<file path="src/rtl/mac_seq_ctrl.sv">
// Dot-product job sequencer: clears the accumulator on start, accumulates
// len_i operand-pair products over a valid/ready stream, then holds the sum for the consumer.
module mac_seq_ctrl #(
    parameter int unsigned IWIDTH = 4,
    parameter int unsigned SWIDTH = 10,
    parameter int unsigned LWIDTH = 4
) (
    input  logic              clk,
    input  logic              rstn,
    input  logic              start_i,
    input  logic [LWIDTH-1:0] len_i,
    output logic              busy_o,
    input  logic              in_valid_i,
    output logic              in_ready_o,
    input  logic [IWIDTH-1:0] a_i,
    input  logic [IWIDTH-1:0] b_i,
    output logic              res_valid_o,
    input  logic              res_ready_i,
    output logic [SWIDTH-1:0] res_o,
    output logic              ovf_o
);

    localparam int unsigned PWIDTH = 2 * IWIDTH;
    localparam int unsigned SUMW   = SWIDTH + 1;

    typedef enum logic [1:0] {
        S_IDLE = 2'd0,
        S_RUN  = 2'd1,
        S_DONE = 2'd2
    } state_t;

    state_t              r_state;
    state_t              w_state_nxt;
    logic [SWIDTH-1:0]   r_acc;
    logic [SWIDTH-1:0]   w_acc_nxt;
    logic                r_ovf;
    logic                w_ovf_nxt;
    logic [LWIDTH-1:0]   r_cnt;
    logic [LWIDTH-1:0]   w_cnt_nxt;
    logic [LWIDTH-1:0]   r_len;
    logic [LWIDTH-1:0]   w_len_nxt;
    logic                r_busy;
    logic                r_in_ready;
    logic                r_res_valid;

    logic [PWIDTH-1:0]   w_prod;
    logic [SUMW-1:0]     w_sum;
    logic [LWIDTH-1:0]   w_cnt_inc;
    logic                w_accept;

    // Product is fitted to the accumulator width; the extra sum bit is the wrap carry.
    assign w_prod    = PWIDTH'(a_i) * PWIDTH'(b_i);
    assign w_sum     = SUMW'(r_acc) + SUMW'(SWIDTH'(w_prod));
    assign w_cnt_inc = r_cnt + LWIDTH'(1);
    assign w_accept  = in_valid_i & r_in_ready;

    // State and datapath registers
    always_ff @(posedge clk or negedge rstn) begin
        if (!rstn) begin
            r_state     <= S_IDLE;
            r_acc       <= '0;
            r_ovf       <= 1'b0;
            r_cnt       <= '0;
            r_len       <= '0;
            r_busy      <= 1'b0;
            r_in_ready  <= 1'b0;
            r_res_valid <= 1'b0;
        end else begin
            r_state     <= w_state_nxt;
            r_acc       <= w_acc_nxt;
            r_ovf       <= w_ovf_nxt;
            r_cnt       <= w_cnt_nxt;
            r_len       <= w_len_nxt;
            r_busy      <= (w_state_nxt != S_IDLE);
            r_in_ready  <= (w_state_nxt == S_RUN);
            r_res_valid <= (w_state_nxt == S_DONE);
        end
    end

    // Next-state and datapath update
    always_comb begin
        w_state_nxt = r_state;
        w_acc_nxt   = r_acc;
        w_ovf_nxt   = r_ovf;
        w_cnt_nxt   = r_cnt;
        w_len_nxt   = r_len;
        case (r_state)
            S_IDLE: begin
                if (start_i) begin
                    w_acc_nxt   = '0;
                    w_ovf_nxt   = 1'b0;
                    w_cnt_nxt   = '0;
                    w_len_nxt   = len_i;
                    w_state_nxt = (len_i == '0) ? S_DONE : S_RUN;
                end
            end
            S_RUN: begin
                if (w_accept) begin
                    w_acc_nxt = w_sum[SWIDTH-1:0];
                    w_ovf_nxt = r_ovf | w_sum[SWIDTH];
                    w_cnt_nxt = w_cnt_inc;
                    if (w_cnt_inc == r_len) begin
                        w_state_nxt = S_DONE;
                    end
                end
            end
            S_DONE: begin
                if (r_res_valid && res_ready_i) begin
                    w_state_nxt = S_IDLE;
                end
            end
            default: begin
                w_state_nxt = S_IDLE;
            end
        endcase
    end

    assign busy_o      = r_busy;
    assign in_ready_o  = r_in_ready;
    assign res_valid_o = r_res_valid;
    assign res_o       = r_acc;
    assign ovf_o       = r_ovf;

endmodule
</file>
<file path="config.mk">
export PLATFORM = sky130hd
export DESIGN_NAME = mac_seq_ctrl
export DESIGN_NICKNAME = d
export VERILOG_FILES = /design/src/rtl/mac_seq_ctrl.sv
export SDC_FILE = /design/constraint.sdc
export NUM_CORES = 1
export LEC_CHECK = 0
export CAP_MARGIN = 30
export CELL_PAD_IN_SITES_DETAIL_PLACEMENT = 0
export CELL_PAD_IN_SITES_GLOBAL_PLACEMENT = 1
export CORE_ASPECT_RATIO = 0.9
export CORE_MARGIN = 5
export CORE_UTILIZATION = 44
export CTS_CLUSTER_SIZE = 12
export DETAILED_ROUTE_END_ITERATION = 8
export PLACE_DENSITY_LB_ADDON = 0.1
export SYNTH_ARGS = -nofsm -noshare
export SYNTH_HDL_FRONTEND = slang
export SYNTH_SLANG_ARGS = --single-unit
</file>
<file path="constraint.sdc">
create_clock -name clk -period 6.1 [get_ports clk]
set_input_delay 0.915 -clock clk [delete_from_list [all_inputs] [get_ports clk]]
set_output_delay 0.915 -clock clk [all_outputs]
set_load 0.005 [all_outputs]
</file>
# Word-level counts from Yosys, hierarchy flattened
# Cells that the tools add are included.
# op_classes
n_reduce_logical	7
bitwise_logic	2
n_eq_ne	7
mux	15
multipliers	1
add_sub_neg	2
# ops
cell	n
2-to-1 mux 10 bit	2
case mux 10 bit (2 select lines)	1
adder 10 x 8 -> 11 bit	1
2-to-1 mux 2 bit	5
multiplier 4 x 4 -> 8 bit	1
2-to-1 mux 4 bit	2
case mux 4 bit (2 select lines)	1
case mux 2 bit (3 select lines)	1
adder 4 x 1 -> 4 bit, second input constant	1
equality test 2 x 1 -> 1 bit, second input constant	2
equality test 2 bit, second input constant	2
equality test 4 bit	1
zero test 4 bit	1
inequality test 2 bit, second input constant	2
nonzero test 2 bit	2
AND reduction 3 bit	1
zero test 2 bit	1
2-to-1 mux 1 bit	2
case mux 1 bit (2 select lines)	1
AND reduction 2 bit	1
bitwise AND 1 bit	1
logical AND 1 bit	1
bitwise OR 1 bit	1
# totals
register_bits	24
out_inout_bits	14

# Longest topological paths before layout
# Gate-level depths: netlist of run 1.
# logic_depth
word_depth	6
ltp_mapped	13
ltp_nobuf	13

# Worst setup path after synthesis of run 1
# OpenSTA, ideal clock, no wires.
# synth_path
kind	input-to-reg
start	input a_i[0]
end	register r_acc[9] (netlist: res_o[9])
slack_ns	2.209
stages	11
arrival_ns	3.812
required_time_ns	6.021
n_path_buf	0
cell_sequence	nand2_1 fa_1 fa_1 fa_1 inv_1 ha_1 a211oi_2 o21bai_1 o311a_1 o21bai_4 mux2i_1
# synth_via
elab_chain_cells	4
# synth_rtl
element	line_no	rtl
start: declaration	15	input logic [IWIDTH-1:0] a_i,
multiplier 4 x 4 -> 8 bit	52	assign w_prod = PWIDTH'(a_i) * PWIDTH'(b_i);
adder 10 x 8 -> 11 bit	53	assign w_sum = SUMW'(r_acc) + SUMW'(SWIDTH'(w_prod));
2-to-1 mux 10 bit	98	if (w_accept) begin
case mux 10 bit (2 select lines)	87	case (r_state)
end signal: assignment	70	r_acc <= w_acc_nxt;
end: declaration	34	logic [SWIDTH-1:0] r_acc;
# No other way between the ends. The select of a mux whose other input is x is not followed.
# A chain may end at the register's enable or synchronous reset.

# Worst setup path in the final report of run 1
# Ends and elaborated chain as after synthesis.

==> results of run 1 <==
-- synthesized netlist by cell type --
| cell type | count | area share [%] |
|---|---|---|
| and2_2 | 1 | 0.41 |
| o21bai_4 | 1 | 1.0 |
| nand4_1 | 1 | 0.35 |
| a22o_2 | 2 | 1.1 |
| o21ai_1 | 1 | 0.28 |
| nor2_1 | 6 | 1.2 |
| nor2b_4 | 1 | 0.76 |
| nand2b_1 | 1 | 0.35 |
| dfrtp_1 | 24 | 33 |
| nor3_1 | 2 | 0.55 |
| nand2_1 | 24 | 5.0 |
| o311a_1 | 1 | 0.55 |
| xor2_1 | 6 | 2.9 |
| a21o_1 | 2 | 0.83 |
| o211ai_1 | 1 | 0.41 |
| o221ai_1 | 2 | 0.97 |
| a31oi_1 | 1 | 0.35 |
| or4_1 | 1 | 0.41 |
| and2_1 | 12 | 4.1 |
| o21ai_0 | 17 | 4.7 |
| mux2i_1 | 1 | 0.55 |
| o21bai_1 | 2 | 0.83 |
| ha_1 | 19 | 13 |
| a21oi_4 | 1 | 0.90 |
| inv_1 | 20 | 4.1 |
| a21oi_1 | 5 | 1.4 |
| a211oi_2 | 1 | 0.69 |
| xnor2_1 | 4 | 1.9 |
| nand3_1 | 3 | 0.83 |
| buf_6 | 2 | 1.2 |
| mux2_2 | 4 | 2.5 |
| o31ai_1 | 2 | 0.83 |
| fa_1 | 9 | 10 |
| a211oi_1 | 3 | 1.2 |
| and3_1 | 1 | 0.35 |
-- through the flow --
stage | hold WS [ns] | instance area (µm²) | worst slack, ns | power (mW) | util [%]
detailed placement | 0.475 | 2180 | 1.51 | 0.791 | 54.1
global route | 0.526 | 2230 | 1.51 | 0.990 | 55.5
CTS | 0.508 | 2230 | 1.79 | 0.906 | 55.5
finish | 0.509 | 2230 | 1.82 | 0.893 | 55.5
floorplan | 0.471 | 1810 | 2.21 | 0.631 | -
global placement | 0.477 | 2150 | 1.59 | 0.781 | 53.5
-- worst min-delay path, stage by stage, from the launching register on --
cell and delay (ns):
dfrtp_1 0.36, nand2_1 0.06, o31ai_1 0.06
-- placed cells by master (no fill, tap or decap), drive strengths merged, types with 3 or more instances in the layout --
| cell | instances |
|---|---|
| xor2 | 6 |
| mux2 | 4 |
| fa | 9 |
| xnor2 | 4 |
| o21ai | 18 |
| o21bai | 3 |
| nor2 | 6 |
| clkdlybuf4s50 | 30 |
| and2 | 13 |
| a211oi | 4 |
| nand3 | 3 |
| dfrtp | 24 |
| a21oi | 6 |
| inv | 20 |
| ha | 19 |
| nand2 | 24 |
| clkbuf | 4 |
-- power groups by stage --
stage               Combinational [mW]  Sequential, mW  Clock (mW)
finish                           0.506           0.279       0.109
detailed placement               0.508           0.284           0
global placement                 0.501           0.280           0
CTS                              0.513           0.281       0.113
floorplan                        0.357           0.274           0
global route                     0.582           0.291       0.117
-- how the worst min path moves through the flow --
stage / endpoint / slack, ns
final: ovf_o$_DFFE_PN0P_ / 0.51
after global routing: r_cnt[3]$_DFFE_PN0P_ / 0.53
after CTS: ovf_o$_DFFE_PN0P_ / 0.51
after detailed placement: ovf_o$_DFFE_PN0P_ / 0.47
after global placement: ovf_o$_DFFE_PN0P_ / 0.48
after floorplan: r_cnt[3]$_DFFE_PN0P_ / 0.47
-- layout make-up --
| cell class | instances | area share (%) |
|---|---|---|
| repair buffers | 31 | 14.7 |
| clock buffers | 4 | 2.47 |
| well taps | 48 | 2.69 |
| flip-flops and latches | 24 | 26.9 |
| multi-input cells | 138 | 49.9 |
| inverters | 20 | 3.37 |
-- state kept, by name (all words and copies together) (netlist names) --
signal	flops
r_len	4
in_ready_o	1
res_valid_o	1
res_o	10
ovf_o	1
busy_o	1
r_cnt	4
r_state	2
-- routing by layer --
layer  GRT usage, %  vias to the layer above  share of wire, %
met4           2.29                        0              0.48
met5              0                        -                 0
met1           19.9                      661                49
li1               -                      692                 -
met2           21.9                       20                46
met3           3.56                        2               4.1
-- cell families after synthesis --
logic type | after synthesis | synth area share, %
xor+xnor | 10 | 4.84
fa+ha+maj | 28 | 23.1
flops | 24 | 33.2
simple gates | 53 | 14.4
buf+inv | 22 | 5.39
compound gates | 42 | 16.1
mux | 5 | 3.04
==> results.cfg, run 1 <==
[run_status]
outcome = completed

[critical_path]
crit_type = primary input to flip-flop
rr_worst_depth = 7
critPathArrivalTime_ns = 4.47
cp.required_ns = 6.29
path_cells = clkdlybuf4s50_1 -> nand2_1 -> fa_1 -> fa_1 -> fa_1 -> inv_1 -> ha_1 -> a211oi_2 -> o21bai_1 -> o311a_1 -> o21bai_4 -> mux2i_1
path_buf_inv = 2
reg2reg_slack_ns = 3.54
start_kind = primary input
cp_top_family = adder cells
reg2reg_from = res_o[2]$_DFFE_PN0P_
slowest_stage = clkdlybuf4s50_1
cp-end-kind = flip-flop
endpoint = res_o[9]$_DFFE_PN0P_
cp.depth = 12
path_max_fanout = 5
r2r_end = res_o[9]$_DFFE_PN0P_
max_stage_delay_ns = 0.51
crit_top_cell = fa_1
crit_start = a_i[0]

[global_route]
grtUsageTotal_pct = 14.0
antenna_found_initial = 0
grt_max_degree = 19
grt_overflow = 0
grt_pass1_wl_um = 6390
grt_pass1_vias = 1418

[route]
drt_iter0_drc = 34
drc = 0
dr_total_vias = 1375
avgRoutedWirePerCell_um = 13.4
routed_wl_um = 3550
via_per_inst = 5.19
first_pass_iters = 4
ant_nets = 0

[placement]
dpl.hpwl_um = 2920
io_buffer_count = 30
gp_congestion = 0.784
place_inst = 261

[pwr]
p_comb_share_pct = 56.6
vdd_drop_max_uv = 175
leakage_nw = 1.07
pwr-share-seq_pct = 31.2
power_switching_uw = 357
powerDensity_nw_per_um2 = 400
power_frac_clock_pct = 12.2
p_int_uw = 536
p_sw_share_pct = 40.0

[finish]
instances_no_fill = 265
num_antenna_cells = 0
layout-drive-gt1-share_pct = 7.37
nFillCells = 377
multi_input_area_um2 = 1110
finalNetCount = 263
regArea_um2 = 601
area_growth_pct = 23.2

[cts]
cts_resized = 0
clockBufferDepth = 2
clk_latency_ns = 0.27
cts_buffers = 3
root_buffer = clkbuf_8
clock_sinks = 24
cts_htree_levels = 1
cts_tree = built
cts-hold-fix-buffers = 0
post-cts-setup-buffer-count = 0
cts.clk_slew.worst_paths_ns = 0.08

[sta]
final_hold_viol_count = 0
slew_headroom_pct = 68.6
finClkSkew_ns = 0.00783
worst_slew_pin_slew_ns = 0.470
finalCritPeriodShare_pct = 70.2
setup_violations = 0
period_needed_ns = 4.28
slew_viol_final = 0
fin_setup_tns_ns = 0
timing.fmax_mhz = 233
rsz0062_at_grt = no

[job]
cap_violations = 0

[synthesis]
syn_nets = 229
ys_ff_latch = 24
ys_warn_count = 0
synth_area_um2 = 1810
syn_inst = 184
seq_area_frac_synth_pct = 33.2
synthDistinctLibCells = 35
syn-mean-instance-area_um2 = 9.84

[hold_path]
min_from = ovf_o$_DFFE_PN0P_
hold_depth = 2
hold_path_class = flip-flop to flip-flop

[floorplanning]
die_h_um = 70.9
rows = 22
coreArea_um2 = 4020
start_util_pct = 45.0
ios = 31
fp.dieW_um = 77.6
dieArea_um2 = 5500
Power figures use the tool's default switching activity.
==> inputs of run 2 (changes only) <==
--- a/config.mk
+++ b/config.mk
@@ -10,7 +10,7 @@
 export CELL_PAD_IN_SITES_GLOBAL_PLACEMENT = 1
 export CORE_ASPECT_RATIO = 0.9
 export CORE_MARGIN = 5
-export CORE_UTILIZATION = 44
+export CORE_UTILIZATION = 41
 export CTS_CLUSTER_SIZE = 12
 export DETAILED_ROUTE_END_ITERATION = 8
 export PLACE_DENSITY_LB_ADDON = 0.1
==> constraint.sdc (replaced) <==
create_clock -name clk -period 4.1 [get_ports clk]
set_input_delay 0.615 -clock clk [delete_from_list [all_inputs] [get_ports clk]]
set_output_delay 0.615 -clock clk [all_outputs]
set_load 0.005 [all_outputs]
==> results.cfg, run 2 (synthesized netlist as in run 1, its figures left out) <==
[cts]
clk_latency_ns = 0.27
cts.clk_slew.worst_paths_ns = 0.08
cts-hold-fix-buffers = 0
cts_buffers = 3
cts_tree = built
root_buffer = clkbuf_8
cts_htree_levels = 1
post-cts-setup-buffer-count = 0
clock_sinks = 24
clockBufferDepth = 2
cts_resized = 0

[pwr]
vdd_drop_max_uv = 253
powerDensity_nw_per_um2 = 592
pwr-share-seq_pct = 30.3
p_sw_share_pct = 39.5
leakage_nw = 1.11
power_switching_uw = 542
p_total_mw = 1.37
p_comb_share_pct = 57.9
p_int_uw = 829
power_frac_clock_pct = 11.8

[finish]
largest_reg_flops = 10
fin_util_pct = 52.9
nFillCells = 435
finalNetCount = 272
num_antenna_cells = 0
area_growth_pct = 27.9
layout-drive-gt1-share_pct = 11.1
layout_commonest_cell = clkdlybuf4s50_1
mostFrequentLayoutCells = clkdlybuf4s50_1, nand2_1, dfrtp_1

[floorplanning]
dieArea_um2 = 5850
start_util_pct = 41.4
die_h_um = 73.0
rows = 23
coreArea_um2 = 4370
fp.dieW_um = 80.0
ios = 31

[critical_path]
slowest_stage = clkdlybuf4s50_1
start_kind = primary input
cp.required_ns = 4.29
cp-end-kind = flip-flop
path_max_fanout = 4
crit_type = primary input to flip-flop
path_cells = clkdlybuf4s50_1 -> nand2_1 -> fa_1 -> fa_1 -> fa_1 -> inv_1 -> ha_1 -> a211oi_2 -> o21bai_1 -> o311a_1 -> o21bai_4 -> mux2i_1
max_stage_delay_ns = 0.51
critPathArrivalTime_ns = 4.08
crit_top_cell = fa_1

[route]
first_pass_iters = 4
drc = 0
via_per_inst = 4.82
avgRoutedWirePerCell_um = 13.0
dr_total_vias = 1387
ant_nets = 0
routed_wl_um = 3750
drt_iter0_drc = 47

[global_route]
grt_pass1_wl_um = 6540
grt_max_degree = 19
grt_overflow = 0
grtUsageTotal_pct = 14.1
grt_pass1_vias = 1447
antenna_found_initial = 0

[sta]
worst_slew_pin_slew_ns = 0.469
slew_viol_final = 0
finalCritPeriodShare_pct = 94.8
fin_setup_tns_ns = 0
finClkSkew_ns = 0.00876
rsz0062_at_grt = no
slew_headroom_pct = 68.7
period_needed_ns = 3.89
setup_violations = 0
final_hold_viol_count = 0
timing.fmax_mhz = 257

[hold_path]
hold_path_class = flip-flop to flip-flop

[run_status]
outcome = completed

[placement]
gp_congestion = 0.798
dpl.hpwl_um = 3060
io_buffer_count = 30

[job]
cap_violations = 0
[run 2: cell count changes in the layout (fill, tap and decap cells not counted)]
| cell | before | now |
|---|---|---|
| buf_4 | 0 | 9 |
[run 2: through the flow]
stage,setup WS (ns),hold WS (ns),cells,cell area [µm²]
2_1_floorplan,0.509,0.319,184,1810
3_3_place_gp,-0.0505,0.472,283,2230
3_5_place_dp,-0.0921,0.484,284,2260
4_1_cts,0.196,0.521,288,2320
5_1_grt,0.0159,0.556,288,2320
6_report,0.213,0.518,288,2320
[run 2: worst max-delay path: cells and delay by family]
| family | cells | cell delay, ns |
|---|---|---|
| AND/OR/NAND/NOR | 1 | 0.09 |
| buffers and inverters | 2 | 0.55 |
| adder cells (fa/ha/maj) | 4 | 1.82 |
| multiplexers | 1 | 0.18 |
| AO/OA/AOI/OAI | 4 | 0.81 |
[run 2: cell type report]
type / instances / area [µm²] / area share, %
multi-input cells: 138 / 1110 / 48.0
flip-flops and latches: 24 / 601 / 25.9
repair buffers: 40 / 395 / 17.1
well taps: 62 / 77.6 / 3.35
inverters: 20 / 75.1 / 3.24
clock buffers: 4 / 55.1 / 2.38
[run 2: power by group through the flow]
stage	logic, mW	registers, mW	clock network [mW]
after global placement	0.788	0.416	0
final	0.794	0.415	0.162
after detailed placement	0.799	0.420	0
after global routing	0.899	0.431	0.177
after CTS	0.806	0.416	0.168
after floorplan	0.531	0.408	0
[run 2: layer usage]
metal	global-route usage, %	vias up	wire length (µm)
met5	0	-	0
met4	2.06	0	19
met3	3.58	2	134
met2	23.3	22	1710
met1	19.0	648	1890
li1	-	715	-
[run 2: final timing paths]
check,start,to,slack (ns),cells past startpoint
worst max-delay path,a_i[1],res_o[9]$_DFFE_PN0P_,0.21,12
worst min-delay path,ovf_o$_DFFE_PN0P_,ovf_o$_DFFE_PN0P_,0.52,2
worst max register to register,res_o[2]$_DFFE_PN0P_,res_o[9]$_DFFE_PN0P_,1.56,7
worst min register to register,ovf_o$_DFFE_PN0P_,ovf_o$_DFFE_PN0P_,0.52,2
max in group asynchronous,rstn,r_cnt[1]$_DFFE_PN0P_,3.01,2
min in group asynchronous,rstn,busy_o$_DFF_PN0_,0.65,1
==> inputs of run 3 (changes only) <==
--- a/config.mk
+++ b/config.mk
@@ -13,7 +13,9 @@
 export CORE_UTILIZATION = 41
 export CTS_CLUSTER_SIZE = 12
 export DETAILED_ROUTE_END_ITERATION = 8
+export GPL_TIMING_DRIVEN = 0
 export PLACE_DENSITY_LB_ADDON = 0.1
+export RECOVER_POWER = 100
 export SYNTH_ARGS = -nofsm -noshare
 export SYNTH_HDL_FRONTEND = slang
 export SYNTH_SLANG_ARGS = --single-unit
==> results.cfg, run 3 (synthesized netlist as in run 1, its figures left out) <==
[run_status]
outcome = completed

[critical_path]
crit_top_cell = fa_1
reg2reg_from = res_o[2]$_DFFE_PN0P_
crit_type = primary input to flip-flop
r2r_end = res_o[9]$_DFFE_PN0P_
reg2reg_slack_ns = 1.48
max_stage_delay_ns = 0.59
critPathArrivalTime_ns = 4.16
path_max_fanout = 5
rr_worst_depth = 7
cp.required_ns = 4.29
cp-end-kind = flip-flop
path_cells = dlygate4sd3_1 -> nand2_1 -> fa_1 -> fa_1 -> fa_1 -> inv_1 -> ha_2 -> a211oi_2 -> o21bai_1 -> o311a_1 -> o21bai_4 -> mux2i_1
start_kind = primary input
slowest_stage = dlygate4sd3_1

[floorplanning]
fp.dieW_um = 80.0
rows = 23
dieArea_um2 = 5850
start_util_pct = 41.4
die_h_um = 73.0
ios = 31
coreArea_um2 = 4370

[sta]
slew_viol_final = 0
finalCritPeriodShare_pct = 96.8
slew_headroom_pct = 33.2
rsz0062_at_grt = no
worst_slew_pin_slew_ns = 1.00
timing.fmax_mhz = 252
finClkSkew_ns = 0.00212
final_hold_viol_count = 0
period_needed_ns = 3.97
setup_violations = 0
setup_slack_ns = 0.129

[placement]
gp_congestion = 0.844
pre_cts_ws_ns = -0.238
io_buffer_count = 30
dpl.hpwl_um = 2990
place_inst = 277

[pwr]
p_total_mw = 1.31
vdd_drop_max_uv = 311
powerDensity_nw_per_um2 = 591
leakage_nw = 1.08

[hold_path]
hold_end = ovf_o$_DFFE_PN0P_
hold_path_class = flip-flop to flip-flop
hold_depth = 2
min_from = ovf_o$_DFFE_PN0P_

[finish]
mostFrequentLayoutCells = nand2_1, dfrtp_1, inv_1
multi_input_area_um2 = 1100
largest_reg_flops = 10
num_antenna_cells = 0
regArea_um2 = 601
area_growth_pct = 22.8
finalNetCount = 265
layout-drive-gt1-share_pct = 6.85
instances_no_fill = 281
nFillCells = 439

[cts]
cts.clk_slew.worst_paths_ns = 0.08
clk_latency_ns = 0.26
post-cts-setup-buffer-count = 0
cts_tree = built
root_buffer = clkbuf_8
cts_buffers = 3
cts_htree_levels = 1
clockBufferDepth = 2
cts-hold-fix-buffers = 0
clock_sinks = 24

[route]
avgRoutedWirePerCell_um = 13.3
routed_wl_um = 3750
first_pass_iters = 4
drc = 0
via_per_inst = 4.96
dr_total_vias = 1394
drt_iter0_drc = 47
ant_nets = 0

[global_route]
grt_pass1_wl_um = 6400
grt_max_degree = 19
grtUsageTotal_pct = 13.9
antenna_found_initial = 0
grt_pass1_vias = 1423
grt_overflow = 0

[job]
cap_violations = 0
run 3: cell types whose count changed in the layout (fill, tap and decap cells not counted):
cell	delta
clkdlybuf4s50_1	-19
dlygate4sd3_1	+19
buf_4	-9
clkbuf_1	+3
a21oi_1	+1
a21oi_4	-1
buf_16	-1
ha_1	-1
ha_2	+1
run 3: worst max-delay path: cells and delay by family:
family / cells / cell delay (ns)
AO/OA/AOI/OAI: 4 / 0.83
adder cells (fa/ha/maj): 4 / 1.79
buffers and inverters: 2 / 0.63
multiplexers: 1 / 0.18
AND/OR/NAND/NOR: 1 / 0.09
run 3: report_power, final:
group          total [mW]  switching, mW  internal (mW)
Combinational       0.741          0.383          0.359
Clock               0.159         0.0735         0.0857
Sequential          0.413         0.0798          0.333
Total                1.31          0.536          0.777
run 3: layout make-up:
| class | instances | area share [%] |
|---|---|---|
| Clock buffer | 4 | 2.48 |
| Buffer | 2 | 0.338 |
| Sequential cell | 24 | 27.0 |
| Tap cell | 62 | 3.49 |
| Timing Repair Buffer | 31 | 13.7 |
| Inverter | 20 | 3.38 |
| Multi-Input combinational cell | 138 | 49.6 |
run 3: metrics by stage:
stage / utilization, % / area (µm²) / hold WS [ns] / TNS, ns
after floorplan: - / 1810 / 0.319 / 0
after global placement: 50.0 / 2190 / 0.470 / -0.355
after detailed placement: 50.7 / 2220 / 0.470 / -0.572
after CTS: 51.9 / 2270 / 0.499 / 0
after global routing: 50.8 / 2220 / 0.546 / 0
final: 50.8 / 2220 / 0.492 / 0
run 3: repair_timing:
action / in CTS / in global routing
resized for setup: 0 / 1
hold endpoints to repair: 0 / 0
setup endpoints to repair: 0 / 2
run 3: how the worst max path moves through the flow:
stage	startpoint	endpoint	cells past startpoint
floorplan	a_i[0]	res_o[9]$_DFFE_PN0P_	11
global placement	a_i[0]	res_o[9]$_DFFE_PN0P_	12
detailed placement	a_i[0]	res_o[9]$_DFFE_PN0P_	12
CTS	a_i[0]	res_o[9]$_DFFE_PN0P_	12
global route	b_i[1]	res_o[9]$_DFFE_PN0P_	12
finish	b_i[1]	res_o[9]$_DFFE_PN0P_	12
run 3: per-layer routing:
| layer | part of all wire (%) | track usage (%) |
|---|---|---|
| met1 | 50 | 19.6 |
| met2 | 45 | 21.7 |
| met3 | 3.5 | 3.58 |
| met4 | 0.80 | 2.44 |
| met5 | 0 | 0 |
==> RTL edit 1, RTL diff (settings of run 3) <==
Encoding of `state_t`: now one-hot (3 bits for 3 states).
--- a/src/rtl/mac_seq_ctrl.sv
+++ b/src/rtl/mac_seq_ctrl.sv
@@ -24,8 +24,8 @@
     localparam int unsigned SUMW   = SWIDTH + 1;
 
-    typedef enum logic [1:0] {
-        S_IDLE = 2'd0,
-        S_RUN  = 2'd1,
-        S_DONE = 2'd2
+    typedef enum logic [2:0] {
+        S_IDLE = 3'b001,
+        S_RUN  = 3'b010,
+        S_DONE = 3'b100
     } state_t;
 
Function: same outputs for any inputs over 10 cycles, from zero or initial values and one cycle with rstn low; not proved beyond that.
==> RTL edit 1 against run 3 <==
- hold slack improved by 7.4 ps
- area after synthesis increased by 9.7%
- register-to-register slack better by 130 ps
- setup slack better by 42 ps
- global-route usage increased by 0.96 points
- sequential power is 11% lower
- largest cell class unchanged
- sequential cell count grew 1
- count of clock-buffer cells in the layout is the same
- total power is 19% lower
- final cell count is 14% higher
- critical endpoint unchanged
- design area increased by 8.9%
- sequential share of layout area is 1.1 points lower
- non-clock buffer count grew 6
- largest power group unchanged
- wire length is 22% higher
==> RTL edit 1: results (changes against run 3) <==
{
  "power": {
    "p_leak": {"value": 1.183, "unit": "nW", "change": "was 1.078 nW"},
    "worst_voltage_drop_across_the_vdd_grid": {"value": 0.2074, "unit": "mV", "change": "was 0.3108 mV"}
  },
  "sta": {
    "worst-slew-pin-transition": {"value": 1013, "unit": "ps", "change": "was 1002 ps"},
    "fin_worst_skew": {"value": 10.50, "unit": "ps", "change": "was 2.121 ps"}
  },
  "routing": {
    "num_vias": {"value": 1652, "change": "was 1394"},
    "met2WireLength": {"value": 1984, "unit": "µm", "change": "was 1701 µm"},
    "detail_route.iter0.violations": {"value": 66, "change": "was 47"},
    "wl": {"value": 4564, "unit": "µm", "change": "was 3745 µm"}
  },
  "logic_synthesis": {
    "mux_cell_area_share_after_synthesis": {"value": 0.5038, "unit": "%", "change": "was 3.041%"},
    "synth-compound-area-share": {"value": 14.36, "unit": "%", "change": "was 16.10%"},
    "syn_inst": {"value": 220, "change": "was 184"},
    "post_synth_main_area_contributors": {"value": "dfrtp_1 30%, ha_1 12%, fa_1 9.1%, nand2_1 5.3%, inv_1 4.9%", "change": "was dfrtp_1 33%, ha_1 13%, fa_1 10%, nand2_1 5.0%, o21ai_0 4.7%"},
    "sequential_to_total_area_share_from_yosys_stat": {"value": 31.55, "unit": "%", "change": "was 33.17%"},
    "yosys.area_share.adder": {"value": 21.03, "unit": "%", "change": "was 23.08%"},
    "net_count_synth": {"value": 265, "change": "was 229"},
    "yosys.area_share.xor_xnor": {"value": 4.408, "unit": "%", "change": "was 4.838%"}
  },
  "worst_setup_path": {
    "worst-endpoint-arrival": {"value": 4150, "unit": "ps", "change": "was 4160 ps"},
    "worst-path-max-fanout": {"value": 6, "change": "was 5"}
  },
  "cts": {
    "worst_skew_pair.late_latency": {"value": 280, "unit": "ps", "change": "was 260 ps"}
  },
  "final_layout": {
    "multi_input_area_share": {"value": 51.06, "unit": "%", "change": "was 49.63%"},
    "fillerInstances": {"value": 465, "change": "was 439"},
    "drive_above_1_share": {"value": 2.344, "unit": "%", "change": "was 6.849%"},
    "multi_input_cells": {"value": 162, "change": "was 138"}
  },
  "placed_design": {
    "dp_hpwl": {"value": 3651, "unit": "µm", "change": "was 2994 µm"},
    "post-place-ws": {"value": -185.0, "unit": "ps", "change": "was -238.3 ps"},
    "placedInstanceArea": {"value": 0.002400, "unit": "mm²", "change": "was 0.002216 mm²"}
  },
  "run_status": {
    "status": {"value": "complete, no violations", "change": "unchanged"}
  },
  "global_route": {
    "grtUsageMet3": {"value": 3.351, "unit": "%", "change": "was 3.580%"},
    "grt_use_total": {"value": 14.83, "unit": "%", "change": "was 13.87%"},
    "groute.layer.met1.usage": {"value": 22.63, "unit": "%", "change": "was 19.61%"},
    "met2_usage": {"value": 21.63, "unit": "%", "change": "was 21.69%"}
  }
}
RTL edit 1: what timing repair did:
item,CTS,global route
setup endpoints to repair,0,1
gates resized for setup,0,1
endpoints found under the hold margin,0,0
RTL edit 1: worst paths after layout:
kind                            end  depth (start not counted)  slack [ps]     start
max                        res_o[9]                         11         170    b_i[1]
min                           ovf_o                          2         500     ovf_o
max reg2reg                res_o[9]                          6        1610  res_o[2]
min reg2reg                   ovf_o                          2         500     ovf_o
max in group asynchronous  r_cnt[2]                          2        2150      rstn
min in group asynchronous    busy_o                          1         690      rstn
RTL edit 1: power by group through the flow:
stage,combinational (mW),clock [mW],sequential [mW]
2_1_floorplan,0.380,0,0.366
3_3_place_gp,0.550,0,0.375
3_5_place_dp,0.556,0,0.375
4_1_cts,0.560,0.159,0.370
5_1_grt,0.621,0.172,0.379
6_report,0.540,0.153,0.368
==> RTL edit 2, RTL diff (config.mk and constraints of run 3) <==
Without the edit above. `IWIDTH`: 4 -> 6.
--- a/src/rtl/mac_seq_ctrl.sv
+++ b/src/rtl/mac_seq_ctrl.sv
@@ -2,5 +2,5 @@
 // len_i operand-pair products over a valid/ready stream, then holds the sum for the consumer.
 module mac_seq_ctrl #(
-    parameter int unsigned IWIDTH = 4,
+    parameter int unsigned IWIDTH = 6,
     parameter int unsigned SWIDTH = 10,
     parameter int unsigned LWIDTH = 4
Ports: changed (resized a_i and b_i); port bits go from 31 to 35. The function was not compared with the original's and may differ.
==> RTL edit 2 against run 3 <==
- sequential cell count did not move
- total power increased by 37%
- utilization grew 2.3 points
- largest power group unchanged
- setup slack worse by 120 ps
- design area rose by 35%
- area after synthesis is 31% higher
- sequential share of layout area decreased by 6.9 points
- final cell count is 31% higher
- critical path type unchanged
- sequential power grew 1%
- wire length up 41%
- combinational power up 67%
==> RTL edit 2: results (changes against run 3) <==
{
  "run_status": {
    "status": {"value": "complete, no violations", "change": "unchanged"}
  },
  "sta": {
    "timing.max_slew.rel_slack": {"value": 26.03, "unit": "%", "change": "was 33.17%"},
    "whs": {"value": 513.1, "unit": "ps", "change": "was 492.4 ps"}
  },
  "logic_synthesis": {
    "synth.distinct_cells": {"value": 41, "change": "was 35"},
    "post_synth_most_frequent_cells": {"value": "28 x and2_1, 28 x inv_1, 26 x ha_1", "change": "was 24 x dfrtp_1, 24 x nand2_1, 20 x inv_1"},
    "net_count_synth": {"value": 318, "change": "was 229"},
    "sequential_to_total_area_share_from_yosys_stat": {"value": 25.38, "unit": "%", "change": "was 33.17%"},
    "syn_inst": {"value": 254, "change": "was 184"},
    "post_synth_main_area_contributors": {"value": "dfrtp_1 25%, fa_1 14%, ha_1 14%, and2_1 7.4%, inv_1 4.4%", "change": "was dfrtp_1 33%, ha_1 13%, fa_1 10%, nand2_1 5.0%, o21ai_0 4.7%"}
  },
  "placed_design": {
    "post-place-ws": {"value": -831.9, "unit": "ps", "change": "was -238.3 ps"},
    "placedInstanceArea": {"value": 0.002846, "unit": "mm²", "change": "was 0.002216 mm²"},
    "dp_hpwl": {"value": 4167, "unit": "µm", "change": "was 2994 µm"},
    "port-buffer-count": {"value": 34, "change": "was 30"}
  },
  "min_path": {
    "hold_end": {"value": "r_cnt[3]", "change": "was ovf_o"},
    "whs_path_depth": {"value": 1, "change": "was 2"},
    "timing.hold.worst.start": {"value": "r_cnt[3]", "change": "was ovf_o"}
  },
  "worst_setup_path": {
    "worst_reg2reg_path_endpoint": {"value": "res_o[7]", "change": "was res_o[9]"},
    "crit-reg2reg-launch": {"value": "r_state[0]", "change": "was res_o[2]"},
    "rrSetupSlack": {"value": 1700, "unit": "ps", "change": "was 1480 ps"},
    "worst-path-max-fanout": {"value": 6, "change": "was 5"},
    "critical-path-slowest-cell": {"value": "fa_1", "change": "was dlygate4sd3_1"}
  },
  "power": {
    "worst_voltage_drop_across_the_vdd_grid": {"value": 0.4213, "unit": "mV", "change": "was 0.3108 mV"},
    "p_leak": {"value": 1.413, "unit": "nW", "change": "was 1.078 nW"}
  },
  "routing": {
    "num_vias": {"value": 1921, "change": "was 1394"},
    "detail_route.iter0.violations": {"value": 111, "change": "was 47"},
    "wl": {"value": 5269, "unit": "µm", "change": "was 3745 µm"}
  },
  "final_layout": {
    "finalNetCount": {"value": 365, "change": "was 265"}
  },
  "global_route": {
    "grt_use_total": {"value": 14.62, "unit": "%", "change": "was 13.87%"},
    "grt_first_pass_wirelength": {"value": 8894, "unit": "µm", "change": "was 6403 µm"},
    "grt_pass1_vias": {"value": 1774, "change": "was 1423"}
  }
}
## RTL edit 2: how the worst max path moves through the flow
stage	start	cells after the start	to	slack (ps)
6_report	a_i[0]	17	res_o[9]	10
3_3_place_gp	b_i[2]	16	res_o[8]	-850
4_1_cts	b_i[3]	17	res_o[9]	10
3_5_place_dp	b_i[1]	16	res_o[8]	-830
2_1_floorplan	b_i[2]	16	res_o[8]	0.8
5_1_grt	b_i[2]	17	res_o[8]	-170
## RTL edit 2: kinds of logic after synthesis
group | after synthesis | synth area share (%)
AND/OR/NAND/NOR | 82 | 18.61
adder cells (fa/ha/maj) | 43 | 28.13
AO/OA/AOI/OAI | 53 | 14.65
multiplexers | 6 | 2.750
flip-flops | 24 | 25.38
buffers and inverters | 31 | 4.918
XOR/XNOR | 15 | 5.552
## RTL edit 2: layer usage
metal | track usage, % | vias up | part of all wire (%)
met5 | 0 | - | 0
met4 | 1.339 | 0 | 0.47
met3 | 2.656 | 4 | 3.4
met2 | 21.86 | 34 | 43
met1 | 22.64 | 926 | 53
li1 | - | 957 | -
## RTL edit 2: final cells by class
type                       instances  area, µm²
multi-input combinational        199       1768
buffer                             3      11.26
clock buffer                       3      41.29
timing repair buffer              42      377.9
tap                               70      87.58
fill                             537       2636
sequential                        24      600.6
inverter                          28      105.1
## RTL edit 2: power breakdown
| group | switching (mW) | internal [mW] | total, mW |
|---|---|---|---|
| Sequential | 0.0805 | 0.337 | 0.417 |
| Clock | 0.0757 | 0.0657 | 0.141 |
| Combinational | 0.610 | 0.629 | 1.24 |
| Total | 0.766 | 1.03 | 1.80 |
## RTL edit 2: what timing repair did
item | 4_1_cts | 5_1_grt
setup endpoints to repair | 7 | 4
buffers inserted | 4 | 3
gates resized for setup | 63 | 20
hold endpoints to repair | 0 | 0
pin swaps | 14 | 15
cloned | 0 | 0
